### src/rtl/timer_irq_gen.sv
// Memory-mapped interval timer with reload, prescaler, free-running SYSTICK
// and a level interrupt that holds until software clears it through TCON.
module timer_irq_gen #(
  parameter logic [31:0] BASE_ADDR = 32'h40000000,
  parameter int unsigned PRESCALE  = 1
) (
  input  logic        clk,
  input  logic        reset,
  input  logic [31:0] addr,
  input  logic [31:0] wdata,
  input  logic        MemRd,
  input  logic        MemWr,
  output logic [31:0] rdata,
  output logic        irqout
);

  // Word offsets inside the 32-byte register window
  localparam logic [2:0] OFF_TH      = 3'd0;
  localparam logic [2:0] OFF_TL      = 3'd1;
  localparam logic [2:0] OFF_TCON    = 3'd2;
  localparam logic [2:0] OFF_SYSTICK = 3'd5;

  localparam logic [31:0] PRE_MAX = PRESCALE - 1;
  localparam logic [31:0] TL_MAX  = 32'hFFFF_FFFF;

  logic [31:0] th;
  logic [31:0] tl;
  logic        en;
  logic        ie;
  logic        st;
  logic [31:0] systick;
  logic [31:0] pre;

  logic        sel;
  logic [2:0]  off;
  logic        wr_th;
  logic        wr_tl;
  logic        wr_tcon;
  logic        tick;
  logic        ovf;

  // Byte-lane bits are ignored; they are folded here only so they are not dangling
  logic        unused_addr_lsb;
  assign unused_addr_lsb = ^addr[1:0];

  assign sel     = (addr[31:5] == BASE_ADDR[31:5]);
  assign off     = addr[4:2];
  assign wr_th   = MemWr & sel & (off == OFF_TH);
  assign wr_tl   = MemWr & sel & (off == OFF_TL);
  assign wr_tcon = MemWr & sel & (off == OFF_TCON);

  // A tick fires on the last prescaler phase while counting is enabled
  assign tick = en & (pre == PRE_MAX);

  // A software TL write on the same edge suppresses the overflow entirely
  assign ovf  = tick & (tl == TL_MAX) & ~wr_tl;

  // Prescaler: runs 0..PRESCALE-1 while enabled, parked at 0 otherwise
  always_ff @(posedge clk) begin
    if (reset) begin
      pre <= '0;
    end else if (wr_tcon && !wdata[0]) begin
      pre <= '0;
    end else if (!en) begin
      pre <= '0;
    end else if (tick) begin
      pre <= '0;
    end else begin
      pre <= pre + 32'd1;
    end
  end

  // Reload register: plain software-owned storage
  always_ff @(posedge clk) begin
    if (reset) begin
      th <= '0;
    end else if (wr_th) begin
      th <= wdata;
    end
  end

  // Counter: software write beats the tick; overflow reloads the pre-edge TH
  always_ff @(posedge clk) begin
    if (reset) begin
      tl <= '0;
    end else if (wr_tl) begin
      tl <= wdata;
    end else if (tick) begin
      if (tl == TL_MAX) begin
        tl <= th;
      end else begin
        tl <= tl + 32'd1;
      end
    end
  end

  // Control/status: an overflow with IE set always lands in ST, even across a TCON write
  always_ff @(posedge clk) begin
    if (reset) begin
      en <= 1'b0;
      ie <= 1'b0;
      st <= 1'b0;
    end else if (wr_tcon) begin
      en <= wdata[0];
      ie <= wdata[1];
      st <= wdata[2] | (ovf & ie);
    end else if (ovf && ie) begin
      st <= 1'b1;
    end
  end

  // Free-running cycle counter, read-only from the bus
  always_ff @(posedge clk) begin
    if (reset) begin
      systick <= '0;
    end else begin
      systick <= systick + 32'd1;
    end
  end

  // Load path: combinational view of the pre-edge register contents
  always_comb begin
    rdata = '0;
    if (MemRd && sel) begin
      case (off)
        OFF_TH:      rdata = th;
        OFF_TL:      rdata = tl;
        OFF_TCON:    rdata = {29'd0, st, ie, en};
        OFF_SYSTICK: rdata = systick;
        default:     rdata = '0;
      endcase
    end
  end

  assign irqout = ie & st;

endmodule

### config.mk
export PLATFORM = sky130hd
export DESIGN_NAME = timer_irq_gen
export DESIGN_NICKNAME = d
export VERILOG_FILES = /design/src/rtl/timer_irq_gen.sv
export SDC_FILE = /design/constraint.sdc
export NUM_CORES = 1
export LEC_CHECK = 0
export ABC_AREA = 1
export BUFFER_PORTS_ARGS = -buffer_cell sky130_fd_sc_hd__buf_2
export CAP_MARGIN = 20
export CORE_MARGIN = 3
export CORE_UTILIZATION = 55
export CTS_CLUSTER_DIAMETER = 60
export DETAILED_ROUTE_END_ITERATION = 8
export GPL_ROUTABILITY_DRIVEN = 0
export MAX_ROUTING_LAYER = met4
export PLACE_DENSITY_LB_ADDON = 0.1
export SETUP_SLACK_MARGIN = 0.05
export SLEW_MARGIN = 10
export SYNTH_ARGS = -nofsm -noshare
export SYNTH_HDL_FRONTEND = slang
export SYNTH_SLANG_ARGS = --single-unit
### constraint.sdc
create_clock -name clk -period 1.96 [get_ports clk]
set_input_delay 0.098 -clock clk [delete_from_list [all_inputs] [get_ports clk]]
set_output_delay 0.098 -clock clk [all_outputs]
set_load 0.1 [all_outputs]
Word level (Yosys, flattened, before mapping)
Cells that the tools add are included.

Flip-flop bits (word level): 131. Bits of input ports: 68. Output and inout port bits: 33. Logic and storage cells: 43.

$add $sub $neg: 3. Eq/ne operators: 5. Multiplexer cells: 7. Bitwise operators: 12. Reduce and logical (&&, ||, !) cells: 9.

Operators with widths (count): $mux 32 (4); $pmux 32 s4 (1); $add 32x1->32 const B (3); $eq 32x32->1 const B (1); $logic_not 32->1 (1); $eq 27x26->1 const B (1); $and 1x1->1 (9); $reduce_bool 2->1 (2); $reduce_or 4->1 (1); $eq 3x1->1 const B (1); $eq 3x2->1 const B (1); $eq 3x3->1 const B (1); $logic_and 1x1->1 (3); $logic_not 3->1 (1); $mux 1 (2); $not 1->1 (2); $logic_not 1->1 (1); $or 1x1->1 (1).

Logic depth before layout (Yosys ltp)
Gate-level depths: netlist (run 1).

Word-level depth: 8. Depth in mapped cells: 13. Gate-level depth less buffers: 13.

Worst setup path before layout (run 1)
Ideal clock, no wire load.

Path kind: input to output. From: input addr[2]. To: output rdata[10]. Arrival: 2.534 ns. Required time: 1.862 ns. Path slack: -0.672 ns. Cell stages on the path: 7. Path buffers: 1. Cell sequence: inv_1 > nor2_2 > inv_1 > nor2_2 > clkbuf_1 > nand2_1 > a31oi_1.

Cells in the longest elaborated chain, start to end: 3. Elaborated cells between the ends (all ways): 6. Those cells by class: eq/ne (3); mux (2); reduce/logical (1).

RTL lines: from (decl) (line 9) `input logic [31:0] addr,`; $eq 3x3->1 (tied with other cells) (line 125) `case (off)`; $pmux 32 s4 * (line 125); $mux 32 * (line 124) `if (MemRd && sel) begin`; to (decl) (line 13) `output logic [31:0] rdata,`.

Every way passes the cells marked *; elsewhere a longest branch is shown, timed or not.

Worst setup path in the final report (run 1)
From: register tl[5]. To: register tl[1].

Cells in the longest elaborated chain, start to end: 4.

RTL lines: from (decl) (line 27) `logic [31:0] tl;`; from (signal assigned) (line 87) `tl <= wdata;`; from (signal assigned) (line 90) `tl <= th;`; from (signal assigned) (line 92) `tl <= tl + 32'd1;`; $eq 32x32->1 (line 89) `if (tl == TL_MAX) begin`; $mux 32 (line 89); $mux 32 (line 88) `end else if (tick) begin`; $mux 32 (line 86) `end else if (wr_tl) begin`.

Every way passes these cells. The select of a mux whose other input is x is not followed. A chain may end at the register's enable or synchronous reset.

==> impl_metrics.json, run 1 <==
{
  "relSlewSlack_pct": 58.17,
  "yosys.area_share.simple_pct": 44.11,
  "yosys-top-cells-count": "410 x nand2_1, 224 x nor2_1, 173 x inv_1",
  "clkTransAtPathRegs_ps": 60,
  "coreArea_um2": 14810,
  "crit_start": "tl[5]$_SDFFE_PP0P_",
  "yosys.area_share.xor_xnor_pct": 4.234,
  "cts_tree": "built",
  "worst_pin_slew_ps": 627.5,
  "skew_ps": 10.12,
  "ys_seq_elements": 131,
  "cp_max_fo": 22,
  "drc": 0,
  "via_per_inst": 5.715,
  "cts.sinks": 131,
  "ys_async_sr_fraction_pct": 0,
  "htree_num_levels": 4,
  "timing.hold.ws_ps": -3.827,
  "numCtsBuffers": 17,
  "post-route-util_pct": 76.98,
  "syn_nets": 1493,
  "placed_area_um2": 10400,
  "wire_per_inst_um": 16.36,
  "synthAdderAreaFrac_pct": 0.5901,
  "finalCriticalPeriod_ps": 1835,
  "dp_hpwl_um": 20220,
  "synth_edf_count": 0,
  "portBuffers": 98,
  "critPathKind": "flop to flop",
  "grtUsageTotal_pct": 34.93,
  "status": "finished, violations left",
  "drtAntennaViolNets": 0,
  "grt_pass1_wl_um": 45680,
  "grt_max_degree": 65,
  "synth_compound_gate_area_share_pct": 9.411,
  "clk_latency_ps": 430,
  "crit_arrival_ps": 2160,
  "drt_iter0_markers": 1260,
  "antenna_found_initial": 0,
  "ir_drop_mv": 0.6357,
  "syn_inst": 1421,
  "die_area_um2": 16950,
  "pwr_density_cell_nw_per_um2": 542.0,
  "fmax_ghz": 0.5450,
  "grt_pass1_vias": 9201,
  "place_ws_ps": 90.66,
  "hold_path_class": "input port to flop",
  "drive_above_1_share_pct": 17.90,
  "fp-row-count": 44,
  "start_util_pct": 57.27,
  "dieHeight_um": 130.2,
  "gr-total-overflow": 0,
  "vias": 10090,
  "synthMuxAreaShare_pct": 0,
  "synth_area_leaders": "dfxtp_1 31%, nand2_1 18%, nor2_1 9.9%",
  "drtPass1Iterations": 9,
  "rsz0062_at_grt": "true",
  "worstReg2RegStart": "tl[5]$_SDFFE_PP0P_",
  "hold_viol": 1,
  "synth_flop_cell": "dfxtp_1",
  "io_pins": 101,
  "endpoint_kind": "flop",
  "synth_top_family_by_area": "simple AND/OR/NAND/NOR gates",
  "antenna_cells_inserted": 0,
  "fin_area_um2": 11400,
  "p_leak_uw": 0.004166,
  "clock_path_buffers": 2,
  "root_buffer": "clkbuf_16",
  "cp.required_ps": 2290,
  "synth_area_um2": 8482,
  "violations": "negative hold slack",
  "synth_most_common_cell": "nand2_1",
  "die_w_um": 130.2,
  "post-route-period-util_pct": 93.62,
  "hp-start": "wdata[19]",
  "final.setup.worst_slack_ps": 125.1,
  "synth.distinct_cells": 38,
  "synth_top_area_share_pct": 30.92,
  "synthToLayoutAreaGrowth_pct": 34.40,
  "cap_violations": 0,
  "setup_violations": 0,
  "routed_wl_um": 28880,
  "setup.worst_path.start_class": "flop",
  "synth.avg_cell_area_um2": 5.969,
  "synth_top_area_cell": "dfxtp_1",
  "maxSlewViolCount": 0,
  "ys_seq_area_share_pct": 30.92,
  "fin_nets": 1640,
  "yosysWarnings": 0
}
path summary, 6_finish.rpt:
| check | to | slack [ps] | cells past startpoint |
|---|---|---|---|
| setup / recovery | tl[1]$_SDFFE_PP0P_ | 130 | 12 |
| hold / removal | th[19]$_SDFFE_PP0P_ | -4 | 3 |
| setup reg to reg | tl[1]$_SDFFE_PP0P_ | 130 | 12 |
| hold reg to reg | systick[0]$_SDFF_PP0_ | 450 | 1 |
layer usage:
layer  global-route usage [%]  up-vias  part of all wire (%)
met5                        -        -                     0
met1                    45.56     4583                    42
met3                    7.859       72                    10
li1                         -     4812                     -
met4                    12.65        0                   2.4
met2                    53.20      620                    45
critical path: stages (launching register included):
cell,delay [ps]
dfxtp_1,490
nand2_2,130
nor2_4,150
nand2_4,100
nor2_8,140
nand2_4,60
buf_4,220
nand2_1,90
o21ai_1,70
nand3_1,80
nand3_1,80
nand2_1,70
inv_1,40
report_power, final:
| part | total (µW) | switching, µW | internal, µW |
|---|---|---|---|
| Clock | 3250 | 1330 | 1920 |
| Combinational | 256 | 146 | 110 |
| Sequential | 2670 | 5.20 | 2670 |
| Total | 6180 | 1480 | 4700 |
placed cells by master (no fill, tap or decap), types with 13 or more instances in the layout:
cell | Yosys | layout
nor2_1 | 224 | 218
nand3_1 | 124 | 122
buf_2 | 10 | 66
a31oi_4 | 0 | 29
nor3_1 | 32 | 29
clkbuf_16 | 0 | 18
buf_12 | 0 | 41
nand4_1 | 27 | 27
a21oi_1 | 60 | 60
inv_1 | 173 | 173
xor2_1 | 34 | 34
nand2_1 | 410 | 407
o21ai_0 | 48 | 48
nor2_2 | 9 | 13
dlygate4sd3_1 | 0 | 22
buf_4 | 4 | 47
dfxtp_1 | 131 | 119
cells by family (layout without fill, tap and decap cells):
group                    count (synthesis)  count (layout)
AO/OA/AOI/OAI                          148             148
XOR/XNOR                                41              41
flip-flops                             131             131
adder cells (fa/ha/maj)                  4               4
AND/OR/NAND/NOR                        870             870
buffers and inverters                  227             387
registers in the layout, summed over array words and instances (netlist names):
register / cells
st: 1
systick: 32
ie: 1
tl: 32
en: 1
pre: 32
th: 32
cell type report:
type	count	area, µm²
multi-input combinational	1063	5513
fill	1119	3410
sequential	131	2638
timing repair buffer	178	1760
inverter	177	665.6
clock buffer	18	439.2
tap	184	230.2
clock inverter	14	153.9
metrics by stage:
step / hold slack (ps) / TNS (ps) / std cells / total power (µW)
2_1_floorplan: 240.8 / -2067 / 1421 / 2821
3_3_place_gp: 391.7 / 0 / 1708 / 2942
3_5_place_dp: 400.7 / 0 / 1708 / 2948
4_1_cts: 0.2594 / 0 / 1763 / 6163
5_1_grt: 2.503 / 0 / 1765 / 6317
6_report: -3.827 / 0 / 1765 / 6178
timing repair:
item                                    4_1_cts  5_1_grt
pin swaps                                     1        6
hold buffers                                 22        0
hold endpoints to repair                     31        0
gates resized for setup                       1       36
endpoints found under the setup margin        1       48
gates cloned                                  0        1
setup buffers                                 1        1
Power figures use the tool's default switching activity.
==> run 2, diff against run 1 <==
REMOVE_ABC_BUFFERS = 1   (was unset)
==> run 2 against run 1 <==
- the flow still finishes with violations (negative hold slack)
- setup slack better by 38 ps
- wire length fell by 6.7%
- design area down 4.3%
- sequential share of layout area rose by 0.96 points
- hold slack got worse by 1.6 ps
- final cell count is 0.45% lower
- combinational power shrank 2%
- first-iteration DRC count decreased by 13%
- via count decreased by 3.0%
- sequential cell count did not move
- largest power group unchanged
==> impl_metrics.json, run 2 (same netlist as run 1, synthesis figures left out) <==
{
  "status": "finished, violations left",
  "violations": "negative hold slack",
  "via_per_inst": 5.567,
  "clkTransAtPathRegs_ps": 60,
  "hold_path_class": "input port to flop",
  "dieHeight_um": 130.2,
  "root_buffer": "clkbuf_16",
  "maxSlewViolCount": 0,
  "final_common_cell": "nand2_1",
  "dp_cells": 1700,
  "start_util_pct": 57.27,
  "fin_nets": 1632,
  "clk_latency_ps": 430,
  "p_leak_uw": 0.004137,
  "worst_pin_slew_ps": 623.0,
  "fin_cells": 1757,
  "skew_ps": 7.809,
  "antenna_cells_inserted": 0,
  "final.fill_count": 1205,
  "post-route-period-util_pct": 91.69,
  "vias": 9781,
  "ir_drop_mv": 0.6424,
  "die_area_um2": 16950,
  "die_w_um": 130.2,
  "drive_above_1_share_pct": 15.07,
  "fmax_ghz": 0.5565,
  "layout_common_cells": "408 x nand2_1, 217 x nor2_1, 173 x inv_1",
  "gr-total-overflow": 0,
  "drtPass1Iterations": 6,
  "drtAntennaViolNets": 0,
  "timing.hold.ws_ps": -5.444,
  "rsz0062_at_grt": "true",
  "drc": 0,
  "route.met3.wl_um": 2621,
  "grt_pass1_wl_um": 42720,
  "cts_tree": "built",
  "routed_wl_um": 26940,
  "fp-row-count": 44,
  "grt_pass1_vias": 8921,
  "hold_viol": 1,
  "htree_num_levels": 4,
  "critPathKind": "flop to flop",
  "setup_tns_ps": 0,
  "finalCriticalPeriod_ps": 1797,
  "total_power_uw": 6452,
  "setup_violations": 0,
  "antenna_found_initial": 0,
  "cp.required_ps": 2260,
  "portBuffers": 98,
  "cts.sinks": 131,
  "cp_max_fo": 16,
  "post-route-util_pct": 73.63,
  "dp_hpwl_um": 18530,
  "setup.worst_path.start_class": "flop",
  "wl_met1_um": 11190,
  "dr_wl_met2_um": 12270,
  "drt_iter0_markers": 1097,
  "relSlewSlack_pct": 58.46,
  "io_pins": 101,
  "numCtsBuffers": 17,
  "top_layer_used": "met4",
  "clock_path_buffers": 2,
  "coreArea_um2": 14810,
  "endpoint_kind": "flop",
  "post_cts_buffers": 0,
  "wire_per_inst_um": 15.33,
  "grtUsageTotal_pct": 32.45,
  "crit_arrival_ps": 2100,
  "cap_violations": 0,
  "grt_max_degree": 65,
  "pwr_density_cell_nw_per_um2": 591.7,
  "synthToLayoutAreaGrowth_pct": 28.56
}
==> run 2: cell types whose count changed in the layout (fill, tap and decap cells not counted), moves of 7 or more <==
cell / delta
dfxtp_2: -8
a31oi_1: +22
a31oi_4: -29
buf_4: -8
dfxtp_1: +8
a31oi_2: +7
==> run 2: where the power goes <==
part / internal (µW) / leakage, µW / switching, µW
logic: 112 / 0.00278 / 141
registers: 2670 / 0.00106 / 5.60
clock network: 2260 / 0.000300 / 1270
==> run 2: worst paths after layout <==
check / endpoint / depth (start not counted) / slack (ps) / start
max: tl[31]$_SDFFE_PP0P_ / 11 / 160 / pre[3]$_SDFF_PP0_
min: th[7]$_SDFFE_PP0P_ / 3 / -5 / wdata[7]
max reg2reg: tl[31]$_SDFFE_PP0P_ / 11 / 160 / pre[3]$_SDFF_PP0_
min reg2reg: systick[0]$_SDFF_PP0_ / 1 / 460 / systick[0]$_SDFF_PP0_
==> run 2: area by class of cell <==
| type | instances | area, µm² | share of cell area (%) |
|---|---|---|---|
| Sequential cell | 131 | 2628 | 24.10 |
| Clock buffer | 19 | 432.9 | 3.970 |
| Inverter | 177 | 666.9 | 6.116 |
| Multi-Input combinational cell | 1063 | 5061 | 46.41 |
| Clock inverter | 13 | 207.7 | 1.905 |
| Tap cell | 184 | 230.2 | 2.111 |
| Timing Repair Buffer | 170 | 1678 | 15.39 |
==> run 2: per-layer routing <==
| metal | global-route usage [%] | up-vias |
|---|---|---|
| met5 | - | - |
| met4 | 12.53 | 0 |
| met3 | 6.754 | 83 |
| met2 | 50.51 | 474 |
| met1 | 41.40 | 4433 |
| li1 | - | 4791 |
==> run 2: stage by stage <==
| stage | area [µm²] | setup WS, ps |
|---|---|---|
| 2_1_floorplan | 8237 | -1050 |
| 3_3_place_gp | 9858 | 151.2 |
| 3_5_place_dp | 9858 | 56.82 |
| 4_1_cts | 10730 | 91.55 |
| 5_1_grt | 10900 | -35.70 |
| 6_report | 10900 | 162.9 |
==> run 2: timing repair <==
action	CTS	global route
endpoints found under the hold margin	32	0
hold buffers	23	0
gates resized for setup	1	32
gates cloned	0	2
endpoints found under the setup margin	1	37
==> run 2: worst max-delay path: stages, from the launching register on <==
cell,delay (ps)
dfxtp_1,340
inv_1,120
nand2_1,80
nor3_2,130
nand2_1,70
nor2_1,260
nand2_4,150
clkbuf_16,220
nand3_1,90
nand2_1,50
nor2_1,90
nor2_1,40
==> run 3, diff against run 2 <==
BUFFER_PORTS_ARGS = -buffer_cell sky130_fd_sc_hd__buf_4   (was -buffer_cell sky130_fd_sc_hd__buf_2)
MAX_ROUTING_LAYER = unset   (was met4)
==> run 3 against run 2 <==
- highest routed layer unchanged
- global-route usage fell by 1.2 points
- critical path type unchanged
- design area fell by 1.7%
- wire length fell by 1.9%
- combinational power rose by 21%
- sequential share of layout area rose by 0.42 points
- non-clock buffer count rose by 12
- register-to-register slack got worse by 70 ps
- hold slack improved by 19 ps
- the flow now finishes without violations
- critical path depth fell by 1
==> impl_metrics.json, run 3 (same netlist as run 1, synthesis figures left out) <==
{
  "dp_cells": 1703,
  "vias": 9560,
  "cp_max_fo": 6,
  "cpPeakStageDelay_ps": 330,
  "crit_family": "simple AND/OR/NAND/NOR gates",
  "drc": 0,
  "relSlewSlack_pct": 58.90,
  "fin_area_um2": 10720,
  "drive_above_1_share_pct": 14.55,
  "dr_wl_met2_um": 12160,
  "routed_wl_um": 26430,
  "dieHeight_um": 130.2,
  "slowest_stage": "dfxtp_1",
  "grt_pass1_vias": 8684,
  "final_common_cell": "nand2_1",
  "gr-total-overflow": 0,
  "dp_hpwl_um": 18480,
  "final.fill_count": 1323,
  "final.setup.worst_slack_ps": 92.64,
  "clkTransAtPathRegs_ps": 50,
  "cts_tree": "built",
  "fmax_ghz": 0.5355,
  "route.met3.wl_um": 2374,
  "numCtsBuffers": 17,
  "finalCriticalPeriod_ps": 1867,
  "antenna_found_initial": 0,
  "io_pins": 101,
  "wl_met1_um": 11370,
  "grtUsageTotal_pct": 31.29,
  "die_area_um2": 16950,
  "cap_violations": 0,
  "grt_pass1_wl_um": 42180,
  "endpoint_kind": "flop",
  "synthToLayoutAreaGrowth_pct": 26.43,
  "via_per_inst": 5.416,
  "top_layer_used": "met4",
  "antenna_cells_inserted": 0,
  "rsz0062_at_grt": "true",
  "cp_cell_sequence": "buf_4 > nand2_1 > nor2_1 > nand2_1 > nor2_2 > nand3_1 > a21oi_1 > nor2_1 > nor2_1 > nor2_1",
  "skew_ps": 8.913,
  "crit_top_cell": "nor2_1",
  "setup.worst_path.start_class": "flop",
  "grt_max_degree": 65,
  "pwr_density_cell_nw_per_um2": 603.8,
  "critPathKind": "flop to flop",
  "fp-row-count": 44,
  "cp.required_ps": 2260,
  "root_buffer": "clkbuf_16",
  "hold_path_class": "input port to flop",
  "drt_iter0_markers": 946,
  "start_util_pct": 57.27,
  "hold_viol": 0,
  "fin_cells": 1765,
  "worst_pin_slew_ps": 616.5,
  "ir_drop_mv": 0.6353,
  "drtAntennaViolNets": 0,
  "path_buf_inv": 1,
  "clock_path_buffers": 2,
  "clk_latency_ps": 430,
  "drtPass1Iterations": 5,
  "die_w_um": 130.2,
  "coreArea_um2": 14810,
  "p_leak_uw": 0.004158,
  "place_ws_ps": 149.2,
  "wire_per_inst_um": 14.97,
  "status": "finished, final reports clean",
  "maxSlewViolCount": 0,
  "htree_num_levels": 4,
  "cts.sinks": 131,
  "crit_arrival_ps": 2170,
  "post-route-period-util_pct": 95.27,
  "setup_violations": 0,
  "portBuffers": 98,
  "placed_area_um2": 9696,
  "layout_common_cells": "408 x nand2_1, 218 x nor2_1, 173 x inv_1",
  "fin_nets": 1644
}
[run 3: cell types whose count changed in the layout (fill, tap and decap cells not counted), sizes merged]
cell,previous run,this run
buf,145,152
clkbuf,21,23
clkinv,4,1
clkinvlp,4,0
dlygate4sd3,23,30
inv,177,176
[run 3: power by group]
group,total (µW),internal [µW],switching [µW]
sequential,2670,2670,5.06
clock,3500,2330,1170
combinational,306,160,146
[run 3: worst paths after layout]
path                         start               endpoint  slack, ps  cells past startpoint
max             tl[1]$_SDFFE_PP0P_    tl[19]$_SDFFE_PP0P_         90                     10
min                       wdata[6]     tl[6]$_SDFFE_PP0P_         10                      5
max reg2reg     tl[1]$_SDFFE_PP0P_    tl[19]$_SDFFE_PP0P_         90                     10
min reg2reg  systick[0]$_SDFF_PP0_  systick[0]$_SDFF_PP0_        430                      1
[run 3: what timing repair did]
action / in CTS / in global routing
setup buffers: 0 / 4
endpoints found under the hold margin: 46 / 0
resized for setup: 0 / 25
endpoints found under the setup margin: 0 / 35
hold buffers: 30 / 0
[run 3: stage by stage]
step	setup TNS [ps]	hold slack, ps	utilization (%)	total power [µW]
final	0	13.51	72.41	6476
after global placement	0	371.9	65.47	2981
after global routing	0	45.36	72.41	6615
after detailed placement	0	378.2	65.47	2985
after floorplan	-68000	164.7	-	2802
after CTS	0	0.001943	71.74	6491
[run 3: layout make-up]
type / count / area [µm²] / share of cell area [%]
inverters: 177 / 669.4 / 6.242
clock buffers: 23 / 478.0 / 4.457
repair buffers: 182 / 1565 / 14.60
multi-input cells: 1063 / 5002 / 46.65
flip-flops and latches: 131 / 2629 / 24.51
well taps: 184 / 230.2 / 2.147
clock inverters: 5 / 150.1 / 1.400
[run 3: worst reg2reg max path, stage by stage, from the launching register on]
cell and delay [ps]:
dfxtp_1 330, buf_4 130, nand2_1 90, nor2_1 220
nand2_1 240, nor2_2 280, nand3_1 110, a21oi_1 150
nor2_1 60, nor2_1 80, nor2_1 40
[run 3: routing by layer]
| metal | vias to the layer above | global-route usage [%] |
|---|---|---|
| met5 | - | 0 |
| met4 | 0 | 10.51 |
| met3 | 49 | 5.894 |
| met2 | 400 | 51.12 |
| met1 | 4298 | 41.66 |
| li1 | 4813 | - |
